File: config.mk
export PLATFORM = sky130hd
export DESIGN_NAME = imem_sync_loadable
export DESIGN_NICKNAME = d
export VERILOG_FILES = /design/src/rtl/imem_sync_loadable.sv
export SDC_FILE = /design/constraint.sdc
export NUM_CORES = 1
export LEC_CHECK = 0
export CORE_ASPECT_RATIO = 2
export CORE_MARGIN = 5
export CORE_UTILIZATION = 40
export CTS_BUF_LIST = sky130_fd_sc_hd__clkbuf_2
export CTS_CLUSTER_SIZE = 28
export DETAILED_ROUTE_END_ITERATION = 7
export GPL_ROUTABILITY_DRIVEN = 0
export SLEW_MARGIN = 15
export SYNTH_ARGS = -nofsm -noshare
export SYNTH_HDL_FRONTEND = slang
export SYNTH_SLANG_ARGS = --single-unit
export TNS_END_PERCENT = 100
File: constraint.sdc
create_clock -name clk -period 2.65 [get_ports clk]
set_input_delay 0.3975 -clock clk [delete_from_list [all_inputs] [get_ports clk]]
set_output_delay 0.3975 -clock clk [all_outputs]
set_load 0.005 [all_outputs]
File: src/rtl/imem_sync_loadable.sv
// -----------------------------------------------------------------------------
// imem_sync_loadable
//   Instruction memory for the 8-bit CPU. It has a synchronous-read fetch port
//   with a valid/ready handshake and a program-load write port. Reset restores
//   a small boot image, so a board can start without an external loader.
//
//   Optional feature macro: IMEM_PARITY_EN
//     defined   -> one even-parity bit is stored per word. A fetch whose stored
//                  parity mismatches raises parity_err alongside instr_valid.
//     undefined -> no parity storage, and parity_err is tied low.
//
// Ports
//   clk          in   1       rising-edge clock
//   reset        in   1       synchronous, active-high; overrides all inputs
//   fetch_req    in   1       fetch request from the PC stage
//   fetch_addr   in   ADDR_W  word address to fetch
//   fetch_ready  out  1       fetch accepted on an edge where fetch_req=1
//   instr_valid  out  1       one-cycle pulse per accepted fetch
//   instruction  out  DATA_W  fetched word, held until the next accepted fetch
//   addr_err     out  1       pulses with instr_valid for an out-of-range fetch
//   load_en      in   1       write load_data to load_addr on this edge
//   load_addr    in   ADDR_W  load word address
//   load_data    in   DATA_W  load word
//   load_done    out  1       sticky flag: a load has occurred since reset
//   parity_err   out  1       stored-parity mismatch on the fetched word
// -----------------------------------------------------------------------------
module imem_sync_loadable #(
   parameter int DATA_W = 8,
   parameter int ADDR_W = 8,
   parameter int DEPTH  = 32
) (
   input  logic              clk,
   input  logic              reset,
   input  logic              fetch_req,
   input  logic [ADDR_W-1:0] fetch_addr,
   output logic              fetch_ready,
   output logic              instr_valid,
   output logic [DATA_W-1:0] instruction,
   output logic              addr_err,
   input  logic              load_en,
   input  logic [ADDR_W-1:0] load_addr,
   input  logic [DATA_W-1:0] load_data,
   output logic              load_done,
   output logic              parity_err
);

   localparam int IDX_W = (DEPTH > 1) ? $clog2(DEPTH) : 1;
   // The limit is one bit wider than the address, so that
   // DEPTH == 2**ADDR_W is still representable.
   localparam logic [ADDR_W:0] DEPTH_LIM = (ADDR_W + 1)'(DEPTH);

   typedef enum logic {ST_IDLE, ST_LOAD} state_t;

   state_t state_reg, state_next;

   logic [DATA_W-1:0] mem_reg [DEPTH];
   logic              instr_valid_reg;
   logic [DATA_W-1:0] instruction_reg;
   logic              addr_err_reg;
   logic              load_done_reg;

   logic              fetch_accept;
   logic              fetch_in_range;
   logic              load_in_range;
   logic [IDX_W-1:0]  fetch_idx;
   logic [IDX_W-1:0]  load_idx;

   // Boot image. Each word is zero-extended to DATA_W.
   function automatic logic [DATA_W-1:0] boot_word(input int idx);
      case (idx)
         0:       return DATA_W'(8'h49);
         1:       return DATA_W'(8'hC1);
         2:       return DATA_W'(8'h18);
         3:       return DATA_W'(8'hA9);
         4:       return DATA_W'(8'h4D);
         default: return '0;
      endcase
   endfunction

   // ---------------------------------------------------------------- FSM
   always_ff @(posedge clk) begin
      if (reset) state_reg <= ST_IDLE;
      else       state_reg <= state_next;
   end

   always_comb begin
      state_next  = state_reg;
      fetch_ready = 1'b0;
      case (state_reg)
         ST_IDLE: begin
            // Ready depends combinationally on load_en, so a load always wins
            // a same-cycle conflict. The requester keeps fetch_req asserted.
            fetch_ready = !load_en;
            if (load_en) state_next = ST_LOAD;
         end
         ST_LOAD: begin
            if (!load_en) state_next = ST_IDLE;
         end
         default: state_next = ST_IDLE;
      endcase
   end

   assign fetch_accept   = fetch_req && fetch_ready;
   assign fetch_in_range = {1'b0, fetch_addr} < DEPTH_LIM;
   assign load_in_range  = {1'b0, load_addr}  < DEPTH_LIM;
   assign fetch_idx      = fetch_addr[IDX_W-1:0];
   assign load_idx       = load_addr[IDX_W-1:0];

   // ---------------------------------------------------------------- storage
   // The array is built from registers rather than block RAM, because reset
   // has to restore every word of the boot image.
   always_ff @(posedge clk) begin
      if (reset) begin
         for (int i = 0; i < DEPTH; i++) mem_reg[i] <= boot_word(i);
      end else if (load_en && load_in_range) begin
         mem_reg[load_idx] <= load_data;
      end
   end

   // ---------------------------------------------------------------- read side
   always_ff @(posedge clk) begin
      if (reset) begin
         instr_valid_reg <= 1'b0;
         instruction_reg <= '0;
         addr_err_reg    <= 1'b0;
         load_done_reg   <= 1'b0;
      end else begin
         instr_valid_reg <= fetch_accept;
         addr_err_reg    <= fetch_accept && !fetch_in_range;
         // An out-of-range fetch returns the NOP encoding (all zeros).
         // Addresses never wrap around.
         if (fetch_accept)
            instruction_reg <= fetch_in_range ? mem_reg[fetch_idx] : '0;
         if (load_en)
            load_done_reg <= 1'b1;
      end
   end

   assign instr_valid = instr_valid_reg;
   assign instruction = instruction_reg;
   assign addr_err    = addr_err_reg;
   assign load_done   = load_done_reg;

`ifdef IMEM_PARITY_EN
   logic [DEPTH-1:0] par_reg;
   logic             parity_err_reg;

   always_ff @(posedge clk) begin
      if (reset) begin
         for (int i = 0; i < DEPTH; i++) par_reg[i] <= ^boot_word(i);
      end else if (load_en && load_in_range) begin
         par_reg[load_idx] <= ^load_data;
      end
   end

   // Even parity: the data bits XORed with the stored bit must give zero.
   always_ff @(posedge clk) begin
      if (reset)
         parity_err_reg <= 1'b0;
      else
         parity_err_reg <= fetch_accept && fetch_in_range &&
                           ((^mem_reg[fetch_idx]) != par_reg[fetch_idx]);
   end

   assign parity_err = parity_err_reg;
`else
   assign parity_err = 1'b0;
`endif

endmodule

==> reports/results.ini <==
[outcome]
status = completed

[cts]
tritoncts = done
clkLatencyLatePin_ns = 0.85
clkTransAtPathRegs_ns = 0.13
cts_setup_buffers = 0
htree_num_levels = 2
tritoncts.num_buffers = 54
clock_net_sink_count = 268
cts_buffer_depth = 3
clock-root-buffer = sky130_fd_sc_hd__clkbuf_2
cts.repair.resized = 0
cts_hold_buf = 0

[sta]
clock_skew_ns = 0.0402
grt_setup_unrepaired = no
fin_crit_sh = 0.821
setup_total_negative_slack_ns = 0
period_needed_ns = 2.18
final-hold-violation-count = 0
timing.fmax_mhz = 460
worst-slew-pin-transition_ns = 0.668
report.final.setup_viol = 0
postLayoutSetupSlackWorst_ns = 0.475
timing.max_slew.rel_slack = 0.553
finalHoldWorstSlack_ns = 0.133
final-max-slew-violation-count = 0

[pwr]
vdd_drop_max_uv = 256
power_per_cell_area_nw_per_um2 = 570
power.total_uw = 8040
total_leakage_power_uw = 0.00515

[finish]
drive_gt1_frac = 0.252
layout.cells.most_common = sky130_fd_sc_hd__edfxtp_1
largest_register_ffs = 256
nNetsFinal = 1026
layout.cells.most_common_list = sky130_fd_sc_hd__edfxtp_1 (256), sky130_fd_sc_hd__and2_1 (241), sky130_fd_sc_hd__buf_4 (84)
layout_stage_area_growth_over_the_synthesis_result_pct = 13.7

[drt]
drt.antenna.violating_nets = 0
post-route-drc-count = 0
drt_pre_antenna_iters = 8
viasPerCell = 5.29
drt-total-wl_um = 32000
number_of_design_rule_violations_left_by_the_first_detailed_router_iteration = 470
avgRoutedWirePerCell_um = 22.6
via_count = 7468

[global_routing]
grt_remaining_overflow = 0
wire_length_of_the_first_global_routing_pass_um = 47200
antenna_found_initial = 1
total_grt_usage = 0.186
first_global_vias = 7906
grt_start_max_net_pins = 45

[floorplanning]
die_width_um = 134
start_util = 0.403
core_region_area_um2 = 30700
top_level_ports = 41
die_height_um = 259
fp-row-count = 91
fp.dieArea_um2 = 34800

[setup_path]
r2r_setup_slack_ns = 0.71
worst-path-buf-inv = 1
cpPeakStageDelay_ns = 0.53
crit_path_end_kind = primary output
wp_data_arrival_ns = 1.78
critical-path-slowest-cell = sky130_fd_sc_hd__clkdlybuf4s50_1
cp_cell_sequence = clkdlybuf4s50_1
critical_path_peak_fanout = 2
critical_path_class = reg -> out
required_time_of_the_critical_path_ns = 2.25
cp-start-kind = flip-flop
cpLargestDelayFamily = buffers and inverters

[flow_run]
max-cap-violations = 0

[logic_synthesis]
post_synth.cell_area_avg_um2 = 14.1
synth_area_um2 = 12400
ys_seq_elements = 268
synthesis.nets = 909
syn-instance-count = 881
ys_warn_count = 0
ys_seq_area_frac = 0.639
number_of_distinct_library_cells_after_synthesis = 42

[worst_hold_path]
hold_class = in -> reg

[placed_design]
placement.setup.worst_slack_ns = 0.114
dpl.hpwl_um = 23600
port_buffers = 39

==> final timing paths <==
kind	to	cells after the start	startpoint
hold / removal	load_done$_SDFFE_PP0P_	3	reset
hold reg to reg	load_done$_SDFFE_PP0P_	2	load_done$_SDFFE_PP0P_
setup / recovery	instruction[3]	1	instruction[3]$_SDFFE_PP0N_
setup reg to reg	instruction[2]$_SDFFE_PP0N_	5	mem_reg[1][2]$_SDFFCE_PN0P_
==> final cells by class <==
cell class              count  area [µm²]
well taps                 372         465
clock buffers              74         370
repair buffers            123        1020
fillers                  2769       16600
clock inverters            22         115
inverters                   1        3.75
flip-flops and latches    268        7930
diodes                      1        2.50
multi-input cells         550        4190
==> layer usage <==
metal / vias to the layer above / wire length [µm] / global-route usage
met5: - / 0 / 0
met4: 0 / 2140 / 0.118
met3: 97 / 1390 / 0.0266
met2: 214 / 18000 / 0.358
met1: 3679 / 10400 / 0.180
li1: 3478 / - / -
==> power by group <==
part / leakage (µW) / switching [µW] / internal (µW) / total (µW)
logic: 0.00224 / 434 / 310 / 744
clock network: 0.000372 / 1540 / 862 / 2400
registers: 0.00254 / 69.9 / 4820 / 4890
==> metrics by stage <==
step	std cells	instance area, µm²	utilization
after floorplan	881	12400	-
after global placement	1314	13600	0.443
after detailed placement	1314	13600	0.443
after CTS	1410	14100	0.458
after global routing	1411	14100	0.458
final	1411	14100	0.458
==> kinds of logic (layout without fill, tap and decap cells) <==
| group | after synthesis | after routing | share of synthesized area |
|---|---|---|---|
| multiplexers | 95 | 95 | 0.119 |
| flip-flops | 268 | 268 | 0.639 |
| AND/OR/NAND/NOR | 390 | 390 | 0.183 |
| other | 1 | 2 | 0.000302 |
| AO/OA/AOI/OAI | 64 | 64 | 0.0359 |
| buffers and inverters | 63 | 220 | 0.0227 |
==> Yosys cell counts <==
master	n	area share
sky130_fd_sc_hd__or2_0	1	0.00050
sky130_fd_sc_hd__a22oi_1	8	0.0048
sky130_fd_sc_hd__and3b_1	2	0.0014
sky130_fd_sc_hd__buf_6	2	0.0018
sky130_fd_sc_hd__nand2_1	30	0.0091
sky130_fd_sc_hd__mux2_2	18	0.016
sky130_fd_sc_hd__a31oi_1	1	0.00050
sky130_fd_sc_hd__clkbuf_1	44	0.013
sky130_fd_sc_hd__nand4_1	1	0.00050
sky130_fd_sc_hd__o21ai_0	1	0.00040
sky130_fd_sc_hd__mux4_2	40	0.073
sky130_fd_sc_hd__a2111oi_2	1	0.0012
sky130_fd_sc_hd__buf_2	9	0.0036
sky130_fd_sc_hd__nand2b_1	3	0.0015
sky130_fd_sc_hd__a211oi_1	7	0.0042
sky130_fd_sc_hd__a221oi_1	7	0.0049
sky130_fd_sc_hd__edfxtp_1	256	0.62
sky130_fd_sc_hd__o221ai_1	1	0.00071
sky130_fd_sc_hd__o22a_1	1	0.00071
sky130_fd_sc_hd__buf_1	2	0.00061
sky130_fd_sc_hd__a2111oi_0	1	0.00071
sky130_fd_sc_hd__a21oi_1	14	0.0057
sky130_fd_sc_hd__and3_1	1	0.00050
sky130_fd_sc_hd__nand3b_1	1	0.00061
sky130_fd_sc_hd__inv_1	1	0.00030
sky130_fd_sc_hd__or2_2	33	0.017
sky130_fd_sc_hd__nor2_1	40	0.012
sky130_fd_sc_hd__nand3_1	10	0.0040
sky130_fd_sc_hd__o31a_1	1	0.00071
sky130_fd_sc_hd__dfxtp_1	12	0.019
sky130_fd_sc_hd__buf_4	5	0.0030
sky130_fd_sc_hd__nor2b_1	7	0.0035
sky130_fd_sc_hd__conb_1	1	0.00030
sky130_fd_sc_hd__mux2i_1	37	0.030
sky130_fd_sc_hd__or3b_1	1	0.00071
sky130_fd_sc_hd__or3_1	16	0.0081
sky130_fd_sc_hd__nor4_1	1	0.00050
sky130_fd_sc_hd__o211ai_1	7	0.0042
sky130_fd_sc_hd__or2_1	1	0.00050
sky130_fd_sc_hd__or4_4	1	0.00091
sky130_fd_sc_hd__o22ai_1	14	0.0071
sky130_fd_sc_hd__and2_1	241	0.12
(Power assumes the default switching activity.)
